## src/rtl/fb_write_arbiter.sv

```systemverilog
`timescale 1ns/1ps
`default_nettype none

`ifndef DISP_ADDR_WIDTH
`define DISP_ADDR_WIDTH 17
`endif

// ============================================================================
// Module      : fb_write_arbiter
// Description : Shares the single framebuffer write port between NUM_REQ
//               screen painters (valid/ready bursts delimited by last) and a
//               built-in clear engine that fills the framebuffer with one
//               colour. Painters are granted round-robin at burst boundaries;
//               a requested clear runs between bursts, never inside one.
//               Optional build macro FB_ARB_TIMEOUT_EN adds an idle-owner
//               timeout that revokes a stalled grant and pulses arb_timeout.
//               ADDR_W defaults to `DISP_ADDR_WIDTH (17 if not defined).
// Revision    : 1.0 - initial release
// ============================================================================
module fb_write_arbiter #(
  parameter int NUM_REQ   = 3,
  parameter int ADDR_W    = `DISP_ADDR_WIDTH,
  parameter int FB_PIXELS = 76800
`ifdef FB_ARB_TIMEOUT_EN
  ,
  parameter int TIMEOUT   = 255
`endif
) (
  input  logic                      clk,
  input  logic                      reset_n,
  input  logic [NUM_REQ-1:0]        req_valid,
  input  logic [NUM_REQ-1:0]        req_last,
  input  logic [NUM_REQ*ADDR_W-1:0] req_addr,
  input  logic [NUM_REQ*32-1:0]     req_wdata,
  output logic [NUM_REQ-1:0]        req_ready,
  input  logic                      clear_start,
  input  logic [11:0]               clear_color,
  output logic                      clear_busy,
  output logic [2:0]                grant_id,
  output logic                      fb_we,
  output logic [ADDR_W-1:0]         fb_addr,
  output logic [31:0]               fb_wdata
`ifdef FB_ARB_TIMEOUT_EN
  ,
  output logic                      arb_timeout
`endif
);

  localparam int IDX_W = (NUM_REQ > 1) ? $clog2(NUM_REQ) : 1;

  localparam logic [1:0] ST_IDLE  = 2'd0;
  localparam logic [1:0] ST_GRANT = 2'd1;
  localparam logic [1:0] ST_CLEAR = 2'd2;

  localparam logic [2:0]        NO_GRANT   = 3'd7;
  localparam logic [ADDR_W-1:0] CLEAR_LAST = ADDR_W'(FB_PIXELS - 1);

  logic [1:0]        r_state;
  logic [IDX_W-1:0]  r_rr_ptr;
  logic [ADDR_W-1:0] r_clear_cnt;
  logic [11:0]       r_clear_color;
  logic              r_clear_pending;

  logic [ADDR_W-1:0] w_addr_arr  [NUM_REQ];
  logic [31:0]       w_wdata_arr [NUM_REQ];
  logic [IDX_W-1:0]  w_owner;
  logic [IDX_W-1:0]  w_owner_next;
  logic              w_xfer;
  logic              w_burst_done;
  logic              w_clear_done;
  logic              w_any_valid;
  logic [IDX_W-1:0]  w_pick;
  logic [IDX_W:0]    w_sum;
  logic              w_revoke;

  // Unpack the flat per-requester buses into indexable arrays.
  for (genvar gi = 0; gi < NUM_REQ; gi++) begin : g_unpack
    assign w_addr_arr[gi]  = req_addr[gi*ADDR_W +: ADDR_W];
    assign w_wdata_arr[gi] = req_wdata[gi*32 +: 32];
  end

  // grant_id only carries a real index while in GRANT, so its low bits are the owner.
  assign w_owner      = grant_id[IDX_W-1:0];
  assign w_owner_next = (w_owner == IDX_W'(NUM_REQ - 1)) ? '0 : w_owner + 1'b1;
  assign w_xfer       = (r_state == ST_GRANT) && req_valid[w_owner];
  assign w_burst_done = w_xfer && req_last[w_owner];
  assign w_clear_done = (r_state == ST_CLEAR) && (r_clear_cnt == CLEAR_LAST);

  // Round-robin pick: first valid requester at or after rr_ptr, wrapping.
  always_comb begin
    w_any_valid = 1'b0;
    w_pick      = '0;
    w_sum       = '0;
    for (int i = 0; i < NUM_REQ; i++) begin
      w_sum = {1'b0, r_rr_ptr} + (IDX_W+1)'(i);
      if (w_sum >= (IDX_W+1)'(NUM_REQ)) begin
        w_sum = w_sum - (IDX_W+1)'(NUM_REQ);
      end
      if (!w_any_valid && req_valid[w_sum[IDX_W-1:0]]) begin
        w_any_valid = 1'b1;
        w_pick      = w_sum[IDX_W-1:0];
      end
    end
  end

  // Only the current owner sees ready, and only while it holds the grant.
  always_comb begin
    req_ready = '0;
    if (r_state == ST_GRANT) begin
      req_ready[w_owner] = 1'b1;
    end
  end

`ifdef FB_ARB_TIMEOUT_EN
  localparam int TO_W = $clog2(TIMEOUT + 1);

  logic [TO_W-1:0] r_idle_cnt;

  assign w_revoke = (r_state == ST_GRANT) && !req_valid[w_owner] &&
                    (r_idle_cnt == TO_W'(TIMEOUT - 1));

  // Count owner-idle cycles inside a grant; pulse arb_timeout on revocation.
  always_ff @(posedge clk or negedge reset_n) begin
    if (!reset_n) begin
      r_idle_cnt  <= '0;
      arb_timeout <= 1'b0;
    end else begin
      arb_timeout <= w_revoke;
      if ((r_state != ST_GRANT) || w_xfer || w_revoke) begin
        r_idle_cnt <= '0;
      end else begin
        r_idle_cnt <= r_idle_cnt + 1'b1;
      end
    end
  end
`else
  assign w_revoke = 1'b0;
`endif

  // Arbitration state machine: IDLE picks a clear or a painter, GRANT holds
  // the port until the owner's last beat, CLEAR sweeps the whole buffer.
  always_ff @(posedge clk or negedge reset_n) begin
    if (!reset_n) begin
      r_state     <= ST_IDLE;
      r_rr_ptr    <= '0;
      grant_id    <= NO_GRANT;
      r_clear_cnt <= '0;
    end else begin
      case (r_state)
        ST_IDLE: begin
          if (r_clear_pending) begin
            r_state     <= ST_CLEAR;
            r_clear_cnt <= '0;
          end else if (w_any_valid) begin
            r_state  <= ST_GRANT;
            grant_id <= 3'(w_pick);
          end
        end
        ST_GRANT: begin
          if (w_burst_done || w_revoke) begin
            r_rr_ptr <= w_owner_next;
            grant_id <= NO_GRANT;
            r_state  <= ST_IDLE;
          end
        end
        ST_CLEAR: begin
          if (w_clear_done) begin
            r_clear_cnt <= '0;
            r_state     <= ST_IDLE;
          end else begin
            r_clear_cnt <= r_clear_cnt + 1'b1;
          end
        end
        default: begin
          r_state  <= ST_IDLE;
          grant_id <= NO_GRANT;
        end
      endcase
    end
  end

  // Clear request bookkeeping: a start while busy neither re-queues nor relatches colour.
  always_ff @(posedge clk or negedge reset_n) begin
    if (!reset_n) begin
      r_clear_pending <= 1'b0;
      clear_busy      <= 1'b0;
      r_clear_color   <= '0;
    end else begin
      if (clear_start && !clear_busy) begin
        r_clear_pending <= 1'b1;
        clear_busy      <= 1'b1;
        r_clear_color   <= clear_color;
      end
      if ((r_state == ST_IDLE) && r_clear_pending) begin
        r_clear_pending <= 1'b0;
      end
      if (w_clear_done) begin
        clear_busy <= 1'b0;
      end
    end
  end

  // Registered write port; address/data hold their last value when idle.
  always_ff @(posedge clk or negedge reset_n) begin
    if (!reset_n) begin
      fb_we    <= 1'b0;
      fb_addr  <= '0;
      fb_wdata <= '0;
    end else begin
      fb_we <= 1'b0;
      if (r_state == ST_CLEAR) begin
        fb_we    <= 1'b1;
        fb_addr  <= r_clear_cnt;
        fb_wdata <= {20'd0, r_clear_color};
      end else if (w_xfer) begin
        fb_we    <= 1'b1;
        fb_addr  <= w_addr_arr[w_owner];
        fb_wdata <= w_wdata_arr[w_owner];
      end
    end
  end

endmodule

`default_nettype wire

```

## config.mk

```make
export PLATFORM = sky130hd
export DESIGN_NAME = fb_write_arbiter
export DESIGN_NICKNAME = d
export VERILOG_FILES = /design/src/rtl/fb_write_arbiter.sv
export SDC_FILE = /design/constraint.sdc
export NUM_CORES = 1
export LEC_CHECK = 0
export ABC_AREA = 1
export CAP_MARGIN = 25
export CORE_UTILIZATION = 38
export DETAILED_ROUTE_END_ITERATION = 16
export PLACE_DENSITY_LB_ADDON = 0.05
export SLEW_MARGIN = 25
export SYNTH_ARGS = -nofsm -noshare
export SYNTH_HDL_FRONTEND = slang
export SYNTH_SLANG_ARGS = --single-unit
```

## constraint.sdc

```tcl
create_clock -name clk -period 1.8 [get_ports clk]
set_input_delay 0.54 -clock clk [delete_from_list [all_inputs] [get_ports clk]]
set_output_delay 0.54 -clock clk [all_outputs]
set_load 0.02 [all_outputs]
```

==> impl_summary.txt <==
----------------------------------------------------
[Critical path]
  Max incr delay on CP ... 570 ps
  Most used cell, CP ... buf_6
  Worst path cell trace ... buf_6 -> inv_4 -> nor3_4 -> buf_6
  Critical path start-end classification ... flop to output port
  Critical path capture point type ... output port
  Kind of start point of the critical path ... flop
  Arrival time at the worst endpoint ... approximately 1400 ps
  Worst-path maximum fanout ... 2
  Required arrival time at the worst endpoint ... between 1000 and 1500 ps
  Slowest CP cell ... dfstp_2

[Cells and area]
  Final-stage net count ... between 1000 and 1500
  Share of post-route cells with drive strength above 1 ... 0.137
  Area delta synth->final ... 70.7%
  Antenna Diode Count ... 0
  Final cell count without fillers ... roughly 1100
  Count of filler cells inserted in the layout ... 1126

[Status]
  Violated checks ... setup timing
  Outcome ... finished with violations

[Timing]
  Clock Skews ... around 6.3 ps
  Number of hold violations in the final report ... 0
  Final worst-path setup slack ... -99.4 ps
  Worst-Margin Slew ... about 470 ps
  Number of failing setup endpoints in the final timing report ... 3
  Relative max-transition margin ... 0.688
  Worst Hold Slack ... 103 ps
  Max-slew violations ... 0
  Post-layout minimum cycle time ... 1900 ps
  Final period utilization ... 1.06
  Top achievable clock speed ... 0.526 GHz
  Setup repair after global routing missed its margin ... true

[Route]
  Total routed wirelength ... approximately 19000 microns
  First-pass iteration count of the detailed router ... 4
  Drt first-iter violations ... around 270
  Post-route ant nets ... 0
  Number of vias per cell ... around 5.2
  Mean routed wirelength per cell ... between 15 and 20 microns
  DRC viols ... 0
  Vias post-DR ... 5652

[Die]
  Initial core utilization ... 0.388
  Total core area ... approximately 13000 sq um
  Die outline height ... 116 microns
  Die ar. ... between 10000 and 15000 sq um
  Die boundary width ... 116 microns
  Ports ... between 200 and 250
  Row count ... 41

[GRT]
  Antenna violations before repair ... 0
  Met3 Use GR ... 0.0533
  Met2 Use GR ... 0.481
  Vias in the first global route ... roughly 5300
  Global Route Usage Sum ... 0.268
  Maximum number of pins on one net before global-route repair ... 50
  Global-route wire length before repair ... 27200 microns
  Global-route met1 utilization ... 0.323
  Most used routing layer in global routing ... met2
  Sum of overflow across all layers after global routing ... 0

[Yosys]
  Share of the yosys chip area belonging to registers ... 0.450
  Unique masters post-synth ... 31
  Synth warn ... 0
  Post-synth top area cell ... dfrtp_1
  Net count after synthesis ... between 800 and 900
  EDFF count, synth ... 0
  Cells after Synth ... ~660
  Post-synthesis instance area ... 4900 sq um
  Most common cell in the synthesized netlist ... nand2_1
  Leading post-synthesis cells by instance count ... 229 x nand2_1, 85 x dfrtp_1, 78 x o21ai_0, 44 x nand3_1, 36 x inv_1
  Synthesized flop and latch total ... 88
  Mean cell area of the mapped netlist ... 7.47 sq um
  Share of async-settable or async-resettable flops after synthesis ... 1.00
  Cells taking the most area after synthesis ... dfrtp_1 43%, nand2_1 18%, o21ai_0 8.0%
  Most used flip-flop cell after synthesis ... dfrtp_1
  Yosys top cell area share ... 0.434

[Placed design]
  Number of port buffers ... 224
  Post-Place Cells ... between 1000 and 1500
  Post-Place Worst Slack ... -263 ps
  Post-detailed-placement half-perimeter wirelength ... ~13000 microns
  Placer Congestion ... 0.912

[Clock tree]
  Count of clock tree sinks ... a little under 90
  Number of levels the H-tree was split into ... 3
  Total CTS buffers ... 9
  Source-to-sink clock delay at the later pin of the worst-skew pair ... ~340 ps
  Maximum clock insertion buffer count ... 2
  CTS root buf ... clkbuf_16
  TritonCTS clock tree ... done
  Post-CTS clock slew at the launch and capture registers of the worst setup and hold paths ... roughly 70 ps

[Worst hold path]
  Worst min-delay path category ... input port to async pin

[Pwr]
  Standby leakage power ... around 0.0040 uW
  Total Power Consumption ... 12800 uW
  Worst vdd ir ... 0.882 mV
  Power per unit of standard cell area ... roughly 1500 nW/um^2

[Flow run]
  Max Cap Violations ... 0

----------------------------------------------------
## kinds of logic (layout without fill, tap and decap cells)
family                     Yosys count  after routing  synth area share
AOI/OAI and AO/OA                  161            161             0.192
and+or+nand+nor                    323            323             0.272
xor gates and xnor gates             5              5           0.00893
muxes                                1              1           0.00204
adders and majority gates            4              4            0.0102
DFF                                 88             88             0.450
buffers and inverters               74            342            0.0648
## stage by stage
stage	util	cell area (sq um)	setup TNS (ps)
floorplan	-	4920	-25.2
global placement	0.599	7550	-8750
detailed placement	0.599	7550	-12000
CTS	0.634	8000	-177
global route	0.663	8370	-491
finish	0.663	8370	-197
## power breakdown
part / total [uW] / internal [uW] / switching [uW]
registers: 2960 / 2620 / 338
clock network: 1920 / 1120 / 800
logic: 7930 / 3570 / 4360
## timing repair
| item | in CTS | in global routing |
|---|---|---|
| endpoints found under the setup margin | 111 | 69 |
| hold endpoints to repair | 0 | 0 |
| pin swaps | 2 | 10 |
| gates resized for setup | 96 | 52 |
| buffers inserted | 9 | 13 |
| cloned | 3 | 7 |
| hold buffers | 0 | 0 |
## worst max-delay path: cells and delay by family, from the launching register on
kind                   cells  cell delay (ps)
buffers and inverters      3              280
flip-flops                 1              570
AND/OR/NAND/NOR            1              170
## state kept, by name, indices dropped and copies added (netlist names)
signal and cells:
r_state 2, clear_busy 1, fb_we 1, fb_wdata 32
fb_addr 17, r_clear_cnt 17, r_clear_color 12, r_clear_pending 1
grant_id 3, r_rr_ptr 2
## final cells by class
cell class / count / area [sq um] / area share
clock buffers: 10 / 239 / 0.0286
repair buffers: 288 / 2940 / 0.352
clock inverters: 6 / 67.6 / 0.00808
multi-input cells: 494 / 2540 / 0.304
flip-flops and latches: 88 / 2210 / 0.264
inverters: 38 / 156 / 0.0187
well taps: 172 / 215 / 0.0257
## final timing paths
kind,to,start,slack [ps],depth (start not counted)
setup / recovery,req_ready[2],grant_id[1]$_DFFE_PN1P_,-100,4
hold / removal,fb_wdata[0]$_DFFE_PN0P_,reset_n,100,1
setup reg to reg,fb_wdata[28]$_DFFE_PN0P_,grant_id[1]$_DFFE_PN1P_,20,8
hold reg to reg,grant_id[2]$_DFFE_PN1P_,grant_id[2]$_DFFE_PN1P_,470,2
max in group asynchronous,grant_id[1]$_DFFE_PN1P_,reset_n,1140,2
min in group clk,grant_id[2]$_DFFE_PN1P_,grant_id[2]$_DFFE_PN1P_,470,2
## routing by layer
| layer | part of all wire | up-vias |
|---|---|---|
| li1 | - | 2745 |
| met1 | 0.41 | 2679 |
| met2 | 0.50 | 205 |
| met3 | 0.068 | 23 |
| met4 | 0.017 | 0 |
| met5 | 0 | - |
## layout by cell type (no fill, tap or decap), types with 2 or more instances in the layout
master,synthesis,layout
inv_1,36,31
nand4_1,15,15
dlygate4sd2_1,0,52
nor2_1,25,18
nand2_4,0,4
nand2_1,229,223
a31oi_1,3,3
buf_12,0,10
clkbuf_8,0,2
a21oi_2,0,4
o21ai_1,7,13
clkbuf_16,0,14
or2_2,2,2
buf_4,1,39
o21ai_0,78,71
clkdlybuf4s50_1,0,166
dfstp_2,3,3
clkinvlp_4,0,3
inv_2,2,4
nor2_4,1,5
nand3_1,44,39
a21o_1,2,2
buf_6,2,13
dfrtp_1,85,85
ha_1,4,2
nor3_4,0,2
o22ai_1,13,13
xor2_1,4,4
a21oi_1,28,24
a22o_1,28,28
nor3_1,6,4
nand3_2,0,4
nor2_2,0,3
nand2_2,0,2
(Power assumes the default switching activity.)
